==> src/rtl/dm_write_handler.sv <==
// Data-memory write handler: serialises one store into little-endian byte writes.
// Optional misalignment trap enabled by defining DM_WR_ALIGN_CHECK_EN.
module dm_write_handler #(
  parameter int DOUBLEWORD_WIDTH = 64,
  parameter int DATA_MEMORY_SIZE = 1024,
  parameter int ADDR_WIDTH_DM    = $clog2(DATA_MEMORY_SIZE),
  parameter int DATA_TYPE_WIDTH  = 2
) (
  input  logic                        clk,
  input  logic                        rst_n,
  input  logic [DOUBLEWORD_WIDTH-1:0] data_bus_wr,
  input  logic [ADDR_WIDTH_DM-1:0]    addr_wr,
  input  logic [DATA_TYPE_WIDTH-1:0]  data_type_wr,
  input  logic                        wr_ins,
  output logic                        wr_idle,
  output logic                        mem_wr_en,
  output logic [ADDR_WIDTH_DM-1:0]    mem_addr,
`ifdef DM_WR_ALIGN_CHECK_EN
  output logic                        wr_misaligned,
`endif
  output logic [7:0]                  mem_wdata
);

  localparam int AW    = ADDR_WIDTH_DM;
  localparam int DW    = DOUBLEWORD_WIDTH;
  localparam int LEN_W = $clog2(DW/8) + 1;
  localparam logic [AW:0] MSZ = (AW+1)'(DATA_MEMORY_SIZE);

`ifdef DM_WR_ALIGN_CHECK_EN
  typedef enum logic [1:0] {
    IDLE  = 2'b00,
    WRITE = 2'b01,
    ERR   = 2'b10
  } state_t;
`else
  typedef enum logic [1:0] {
    IDLE  = 2'b00,
    WRITE = 2'b01
  } state_t;
`endif

  state_t            state_q, state_d;
  logic [LEN_W-1:0]  cnt_q, cnt_d;
  logic [LEN_W-1:0]  len_q, len_d;
  logic [AW-1:0]     base_q, base_d;
  logic [DW-1:0]     sh_q, sh_d;
  logic [LEN_W-1:0]  req_len;
  logic [AW:0]       sum;
  logic [AW:0]       wrapped;

  assign req_len = LEN_W'(1) << data_type_wr;

`ifdef DM_WR_ALIGN_CHECK_EN
  logic mis_q, mis_d;
  logic req_mis;

  assign req_mis = |(addr_wr & AW'(req_len - LEN_W'(1)));
  assign wr_misaligned = mis_q;
`endif

  always_ff @(posedge clk or negedge rst_n) begin
    if (!rst_n) begin
      state_q <= IDLE;
      cnt_q   <= '0;
      len_q   <= '0;
      base_q  <= '0;
      sh_q    <= '0;
`ifdef DM_WR_ALIGN_CHECK_EN
      mis_q   <= 1'b0;
`endif
    end else begin
      state_q <= state_d;
      cnt_q   <= cnt_d;
      len_q   <= len_d;
      base_q  <= base_d;
      sh_q    <= sh_d;
`ifdef DM_WR_ALIGN_CHECK_EN
      mis_q   <= mis_d;
`endif
    end
  end

  always_comb begin
    state_d = state_q;
    cnt_d   = cnt_q;
    len_d   = len_q;
    base_d  = base_q;
    sh_d    = sh_q;
`ifdef DM_WR_ALIGN_CHECK_EN
    mis_d   = mis_q;
`endif
    case (state_q)
      IDLE: begin
        if (wr_ins) begin
          base_d  = addr_wr;
          sh_d    = data_bus_wr;
          len_d   = req_len;
          cnt_d   = '0;
          state_d = WRITE;
`ifdef DM_WR_ALIGN_CHECK_EN
          if (req_mis) begin
            state_d = ERR;
            mis_d   = 1'b1;
          end
`endif
        end
      end
      WRITE: begin
        sh_d  = sh_q >> 8;
        cnt_d = cnt_q + LEN_W'(1);
        if (cnt_q == len_q - LEN_W'(1))
          state_d = IDLE;
      end
`ifdef DM_WR_ALIGN_CHECK_EN
      ERR: state_d = IDLE;
`endif
      default: state_d = IDLE;
    endcase
  end

  // Address wraps modulo the memory size, not just the address width.
  assign sum     = {1'b0, base_q} + (AW+1)'(cnt_q);
  assign wrapped = (sum >= MSZ) ? sum - MSZ : sum;

  assign wr_idle   = (state_q == IDLE);
  assign mem_wr_en = (state_q == WRITE);
  assign mem_addr  = mem_wr_en ? AW'(wrapped) : '0;
  assign mem_wdata = mem_wr_en ? sh_q[7:0] : 8'h00;

endmodule

==> config.mk <==
export PLATFORM = sky130hd
export DESIGN_NAME = dm_write_handler
export DESIGN_NICKNAME = d
export VERILOG_FILES = /design/src/rtl/dm_write_handler.sv
export SDC_FILE = /design/constraint.sdc
export NUM_CORES = 1
export LEC_CHECK = 0
export CAP_MARGIN = 30
export CORE_ASPECT_RATIO = 0.6
export CORE_MARGIN = 5
export CORE_UTILIZATION = 45
export CTS_CLUSTER_DIAMETER = 120
export DETAILED_ROUTE_END_ITERATION = 16
export PLACE_DENSITY = 0.77
export SYNTH_ARGS = -nofsm -noshare
export SYNTH_HDL_FRONTEND = slang
export SYNTH_SLANG_ARGS = --single-unit
==> constraint.sdc <==
create_clock -name clk -period 2.2 [get_ports clk]
set_clock_uncertainty 0.1 [all_clocks]
set_input_delay 0.44 -clock clk [delete_from_list [all_inputs] [get_ports clk]]
set_output_delay 0.44 -clock clk [all_outputs]
set_load 0.02 [all_outputs]
# Yosys cells after proc, flatten, opt, wreduce, memory -nomap -nowiden
# Index checks and enable logic that the tools add are counted.
[word_totals] ff_bits=84 output_inout_bits=20 in_bits=79 wordCells=30
[op_classes] n_eq_ne=4 mux=10 magnitude_cmp=1 n_reduce_logical=5 n_addsub=4 n_shift=1
[ops] op="$pmux W64 S2" n=1
[ops] op="$mux W64" n=1
[ops] op="$mux W10" n=2
[ops] op="$add A10 B4 Y11" n=1
[ops] op="$ge A11 B11 Y1 const B" n=1
[ops] op="$sub A10 B1 Y10 const B" n=1
[ops] op="$mux W8" n=1
[ops] op="$pmux W4 S2" n=1
[ops] op="$reduce_and A2 Y1" n=3
[ops] op="$add A4 B1 Y4 const B" n=1
[ops] op="$eq A4 B4 Y1" n=1
[ops] op="$mux W2" n=2
[ops] op="$mux W4" n=1
[ops] op="$pmux W2 S2" n=1
[ops] op="$shl A1 B2 Y4 const A" n=1
[ops] op="$sub A4 B1 Y4 const B" n=1
[ops] op="$eq A2 B1 Y1 const B" n=1
[ops] op="$logic_not A2 Y1" n=1
[ops] op="$ne A2 B1 Y1 const B" n=1
[ops] op="$ne A2 B2 Y1 const B" n=1
[ops] op="$reduce_bool A2 Y1" n=1

# Logic depth before layout (Yosys ltp)
[depth] ltp_word=4 ltp_mapped=7 ltp_nobuf=7

# Least setup slack after synthesis
# Ideal clock, no wire load.
[synth_path] path_kind="register -> output" start="reg cnt_q[0]" end="out mem_addr[6]" stages_incl_launch_ff=8 arrival_time_ns=1.821 required_ns=1.660 slack_ns=-0.161 path_buffers=0 path_cell_list="dfrtp_1 > ha_1 > inv_1 > fa_1 > nand2b_1 > a211oi_1 > xnor2_1 > nor2_1"
[synth_between] elab_chain_len=4 elab_cells_between_ends=5 classes_between="2 x add/sub; 1 x order compare; 2 x mux"
[synth_rtl] item="start: declaration" line_no="43" source="logic [LEN_W-1:0] cnt_q, cnt_d;"
[synth_rtl] item="start signal: assignment" line_no="73" source="cnt_q <= cnt_d;"
[synth_rtl] item="$add A10 B4 Y11 (*)" line_no="122" source="assign sum = {1'b0, base_q} + (AW+1)'(cnt_q);"
[synth_rtl] item="$sub A10 B1 Y10 or $ge A11 B11 Y1 (tied branches)" line_no="123" source="assign wrapped = (sum >= MSZ) ? sum - MSZ : sum;"
[synth_rtl] item="$mux W10 (*)" line_no="123"
[synth_rtl] item="$mux W10 (*)" line_no="127" source="assign mem_addr = mem_wr_en ? AW'(wrapped) : '0;"
[synth_rtl] item="end: declaration" line_no="17" source="output logic [ADDR_WIDTH_DM-1:0] mem_addr,"
# Mark *: on every way between the ends. The rest lies on a longest branch, timed or not.

# Worst setup path in the final report
[layout_path] start="reg base_q[0]" end="out mem_addr[2]"
[layout_between] elab_chain_len=4 elab_cells_between_ends=5 classes_between="2 x add/sub; 1 x order compare; 2 x mux"
[layout_rtl] item="start: declaration" line_no="45" source="logic [AW-1:0] base_q, base_d;"
[layout_rtl] item="start signal: assignment" line_no="75" source="base_q <= base_d;"
[layout_rtl] item="$add A10 B4 Y11 (*)" line_no="122"
[layout_rtl] item="$sub A10 B1 Y10 or $ge A11 B11 Y1 (tied branches)" line_no="123"
[layout_rtl] item="$mux W10 (*)" line_no="123"
[layout_rtl] item="$mux W10 (*)" line_no="127"
# Marks and branches as above.

==> impl_table.tex <==
\begin{tabular}{lr}
\hline
Metric & Value \\
\hline
\multicolumn{2}{l}{\textbf{Power and ir drop}} \\
\quad Gate power share & 46.2\% \\
\quad Clock power share & 20.2\% \\
\quad Leakage power total & 0.00269 uW \\
\quad Total internal power & $\sim$4500 uW \\
\quad Part of the total power dissipated in sequential elements & 33.6\% \\
\quad Peak VDD IR & approximately 660 uV \\
\quad Power Total & 7050 uW \\
\quad Switching power share of the total & 36.7\% \\
\quad Net switching component of the power & 2590 uW \\
\quad Power density relative to cell area & 1230 nW/um\^{}2 \\
\multicolumn{2}{l}{\textbf{Timing}} \\
\quad Worst Setup Slack, final & -0.358 ns \\
\quad Transition at the pin with the smallest max-transition slack & 0.611 ns \\
\quad Worst slew slack as a fraction of its limit & 59.2\% \\
\quad RSZ-0062 raised after global routing & true \\
\quad Period utilisation layout & 116\% \\
\quad Post-route minimum period & between 2 and 3 ns \\
\quad Achievable clock frequency & 391 MHz \\
\quad Final Hold Slack & 0.379 ns \\
\quad Number of endpoints failing setup at the final stage & 8 \\
\quad Final Max Slew Viols & 0 \\
\quad Fin. Hold Viols & 0 \\
\multicolumn{2}{l}{\textbf{Run}} \\
\quad Max-cap violation count & 0 \\
\multicolumn{2}{l}{\textbf{Global routing}} \\
\quad Initial antenna violation count & 0 \\
\quad Global route overflow & 0 \\
\quad Pin count of the biggest net entering global routing & slightly below 70 \\
\quad Global routing usage summed across all routing layers & 19.4\% \\
\quad Via count of the first global-routing pass & 3462 \\
\quad Global-route wire length before repair & 17400 um \\
\multicolumn{2}{l}{\textbf{Critical path}} \\
\quad Largest incremental delay on the critical path & 0.35 ns \\
\quad Cell at the slowest stage of the critical path & sky130\_fd\_sc\_hd\_\_dfrtp\_1 \\
\quad WP data required & 1.66 ns \\
\quad Arrival time of the worst setup path & 2.02 ns \\
\quad Chain of cells forming the critical path & ha\_2 -> inv\_2 -> fa\_2 -> buf\_4 -> buf\_6 -> buf\_6 -> xor2\_1 -> nor2\_1 -> buf\_4 \\
\quad Worst setup path class & flip-flop to output port \\
\quad Capturing element type of the critical path & output port \\
\quad Maximum fanout along the worst path & 2 \\
\quad Logic depth of the worst register-to-register path & 4 \\
\quad Crit path launch type & flip-flop \\
\multicolumn{2}{l}{\textbf{Final layout}} \\
\quad Area growth syn-to-layout & 39.5\% \\
\quad N\_diodes & 0 \\
\quad Share of final-layout standard cells stronger than drive strength 1 & 14.2\% \\
\quad Total area of multi-input combinational cells & $\sim$2000 um\^{}2 \\
\quad \# nets final & 611 \\
\quad Register area & around 2100 um\^{}2 \\
\quad Number of fillers in the final layout & about 750 \\
\quad Utilization after layout & a little under two thirds \\
\quad Final standard cell count with taps included and fillers excluded & 646 \\
\quad Leading cell type in the layout, fill and taps excluded & sky130\_fd\_sc\_hd\_\_nand2\_1 \\
\quad Leading cell types in the layout, fill and taps excluded & 89 x sky130\_fd\_sc\_hd\_\_nand2\_1, 82 x sky130\_fd\_sc\_hd\_\_dfrtp\_1, 77 x sky130\_fd\_sc\_hd\_\_clkdlybuf4s50\_1 \\
\multicolumn{2}{l}{\textbf{Clock tree}} \\
\quad TritonCTS clock tree & yes \\
\quad Root Driver & sky130\_fd\_sc\_hd\_\_clkbuf\_16 \\
\quad Latest clock arrival within the worst-skew pair & approximately 0.34 ns \\
\quad TritonCTS Sinks & 83 \\
\quad TritonCTS Buffers & 9 \\
\quad Number of buffers between clock root and the deepest sink & 2 \\
\quad H-tree Lvls & 3 \\
\quad Clock slew seen by the registers of the worst setup and hold paths & 0.06 ns \\
\multicolumn{2}{l}{\textbf{Floorplan}} \\
\quad Core box area & 9050 um\^{}2 \\
\quad Total I/O pin count & 99 \\
\quad Die Y & 84.1 um \\
\quad Site Rows & 27 \\
\quad Width of the chip & 133 um \\
\quad Initial Util & between 40\% and 50\% \\
\quad Die Footprint & 11200 um\^{}2 \\
\multicolumn{2}{l}{\textbf{Hold path}} \\
\quad Cell depth of the worst min-delay path & 2 \\
\quad Type of the tightest min-delay check & flip-flop to flip-flop \\
\multicolumn{2}{l}{\textbf{Detailed routing}} \\
\quad Remaining design rule violation count & 0 \\
\quad Final WL & 10500 um \\
\quad Vias after detailed routing & about 3300 \\
\quad Remaining antenna violation count after routing & 0 \\
\quad Detailed-routing iteration count for the pre-antenna-repair pass & 4 \\
\quad DRC marker count from the first detailed-route iteration & 161 \\
\quad Wire length per cell after detailed routing & 16.3 um \\
\quad Routed via count divided by cell count & roughly 5.1 \\
\multicolumn{2}{l}{\textbf{Logic synthesis}} \\
\quad Synth cell types & 33 \\
\quad Register bit count reported by yosys & 83 \\
\quad Fraction of post-synthesis cell area in the top cell type by area & 50.5\% \\
\quad Portion of the post-synthesis area used by sequential elements & 50.5\% \\
\quad Post-synth net total & 499 \\
\quad Mean instance size in the synthesized netlist & approximately 10 um\^{}2 \\
\quad Post-synth design cell area & 4110 um\^{}2 \\
\quad Synthesized instance count & around 410 \\
\quad Post-synth top area cell & sky130\_fd\_sc\_hd\_\_dfrtp\_1 \\
\quad Dominant cells by area after synthesis & sky130\_fd\_sc\_hd\_\_dfrtp\_1 50\%, sky130\_fd\_sc\_hd\_\_mux2i\_1 16\%, sky130\_fd\_sc\_hd\_\_nand2\_1 8.1\% \\
\quad Warnings, synthesis & 0 \\
\multicolumn{2}{l}{\textbf{Run status}} \\
\quad Violated checks & negative setup slack \\
\quad Outcome & complete, but fails checks \\
\multicolumn{2}{l}{\textbf{Placed design}} \\
\quad Final weighted congestion in routability-driven placement & 0.872 \\
\quad Placed instance count & 617 \\
\quad Port Buffer Count & 98 \\
\quad Post-DP HPWL & 7400 um \\
\hline
\end{tabular}
-- path summary, 6_finish.rpt --
check                           start  slack, ns          end
setup / recovery            base_q[0]      -0.36  mem_addr[2]
hold / removal               sh_q[25]       0.38     sh_q[17]
setup reg to reg           state_q[0]       0.37    base_q[1]
hold reg to reg              sh_q[25]       0.38     sh_q[17]
max in group asynchronous       rst_n       0.87     sh_q[51]
min in group asynchronous       rst_n       0.49      sh_q[0]
-- state kept, by name, summed over array words and instances, names as in the netlist --
register / cells
state_q: 1
base_q: 10
cnt_q: 4
len_q: 4
sh_q: 64
-- stage by stage --
| stage | setup slack (ns) | setup TNS, ns | cell area, um^2 |
|---|---|---|---|
| 2_1_floorplan | -0.0202 | -0.0202 | 4140 |
| 3_3_place_gp | -0.426 | -2.32 | 5260 |
| 3_5_place_dp | -0.537 | -2.92 | 5260 |
| 4_1_cts | -0.365 | -1.98 | 5660 |
| 5_1_grt | -0.437 | -2.94 | 5740 |
| 6_report | -0.358 | -2.31 | 5740 |
-- cell usage after synthesis --
cell type,n
sky130_fd_sc_hd__nand2_1,89
sky130_fd_sc_hd__dfrtp_1,83
sky130_fd_sc_hd__mux2i_1,66
sky130_fd_sc_hd__o21ai_0,44
sky130_fd_sc_hd__o21ai_1,19
sky130_fd_sc_hd__nor2_1,16
sky130_fd_sc_hd__and2_1,9
sky130_fd_sc_hd__buf_2,9
sky130_fd_sc_hd__inv_1,9
sky130_fd_sc_hd__xnor2_1,9
sky130_fd_sc_hd__clkbuf_1,7
sky130_fd_sc_hd__nand3_1,7
sky130_fd_sc_hd__ha_1,6
sky130_fd_sc_hd__buf_6,5
sky130_fd_sc_hd__buf_4,4
sky130_fd_sc_hd__nand2b_1,4
sky130_fd_sc_hd__xor2_1,4
sky130_fd_sc_hd__a211oi_1,3
sky130_fd_sc_hd__a21oi_1,3
sky130_fd_sc_hd__nor3_1,3
sky130_fd_sc_hd__nand3b_1,2
sky130_fd_sc_hd__a31oi_1,1
sky130_fd_sc_hd__and3_1,1
sky130_fd_sc_hd__fa_1,1
sky130_fd_sc_hd__inv_2,1
sky130_fd_sc_hd__nand2_2,1
sky130_fd_sc_hd__nor2_4,1
sky130_fd_sc_hd__o21ai_2,1
sky130_fd_sc_hd__o21bai_1,1
sky130_fd_sc_hd__o22ai_1,1
sky130_fd_sc_hd__o22ai_2,1
sky130_fd_sc_hd__o31ai_1,1
sky130_fd_sc_hd__or3_1,1
-- power groups by stage --
stage | combinational (uW) | sequential, uW | clock, uW
5_1_grt | 3560 | 2430 | 1520
3_3_place_gp | 2770 | 2330 | 0
2_1_floorplan | 1730 | 2280 | 0
4_1_cts | 3010 | 2360 | 1470
3_5_place_dp | 2860 | 2360 | 0
6_report | 3260 | 2370 | 1420
-- area by class of cell --
class,count,share of cell area [%]
clock buffers,15,4.84
clock inverters,1,0.131
inverters,10,0.697
multi-input cells,295,34.4
flip-flops and latches,83,36.2
well taps,116,2.53
repair buffers,126,21.2
-- worst max-delay path, delay by kind of cell (launching register included) --
kind          cells  cell delay, ns
fa+ha+maj         2            0.55
simple gates      1            0.09
flops             1            0.35
buf+inv           5            0.54
xor+xnor          1            0.15
-- timing repair --
item | 4_1_cts | 5_1_grt
gates resized for setup | 68 | 11
pin swaps | 8 | 8
cloned | 0 | 0
setup buffers | 9 | 3
hold endpoints to repair | 32 | 0
hold buffers | 1 | 0
endpoints found under the setup margin | 19 | 9
-- routing by layer --
metal  vias up  part of all wire (%)  track usage [%]
met3        11                   6.4             6.39
met2        78                    45             29.0
li1       1622                     -                -
met1      1586                    48             27.3
met5         -                     0                0
met4         0                  0.87             4.39
-- cells by family (layout without fill, tap and decap cells) --
kind of cell / Yosys count / count (layout) / share of synthesized area (%)
adders and majority gates: 7 / 7 / 2.31
muxes: 66 / 66 / 16.1
buffers and inverters: 35 / 152 / 4.74
DFF: 83 / 83 / 50.5
AOI/OAI and AO/OA: 75 / 75 / 9.76
xor gates and xnor gates: 13 / 13 / 2.77
and+or+nand+nor: 134 / 134 / 13.9
Power figures use the tool's default switching activity.
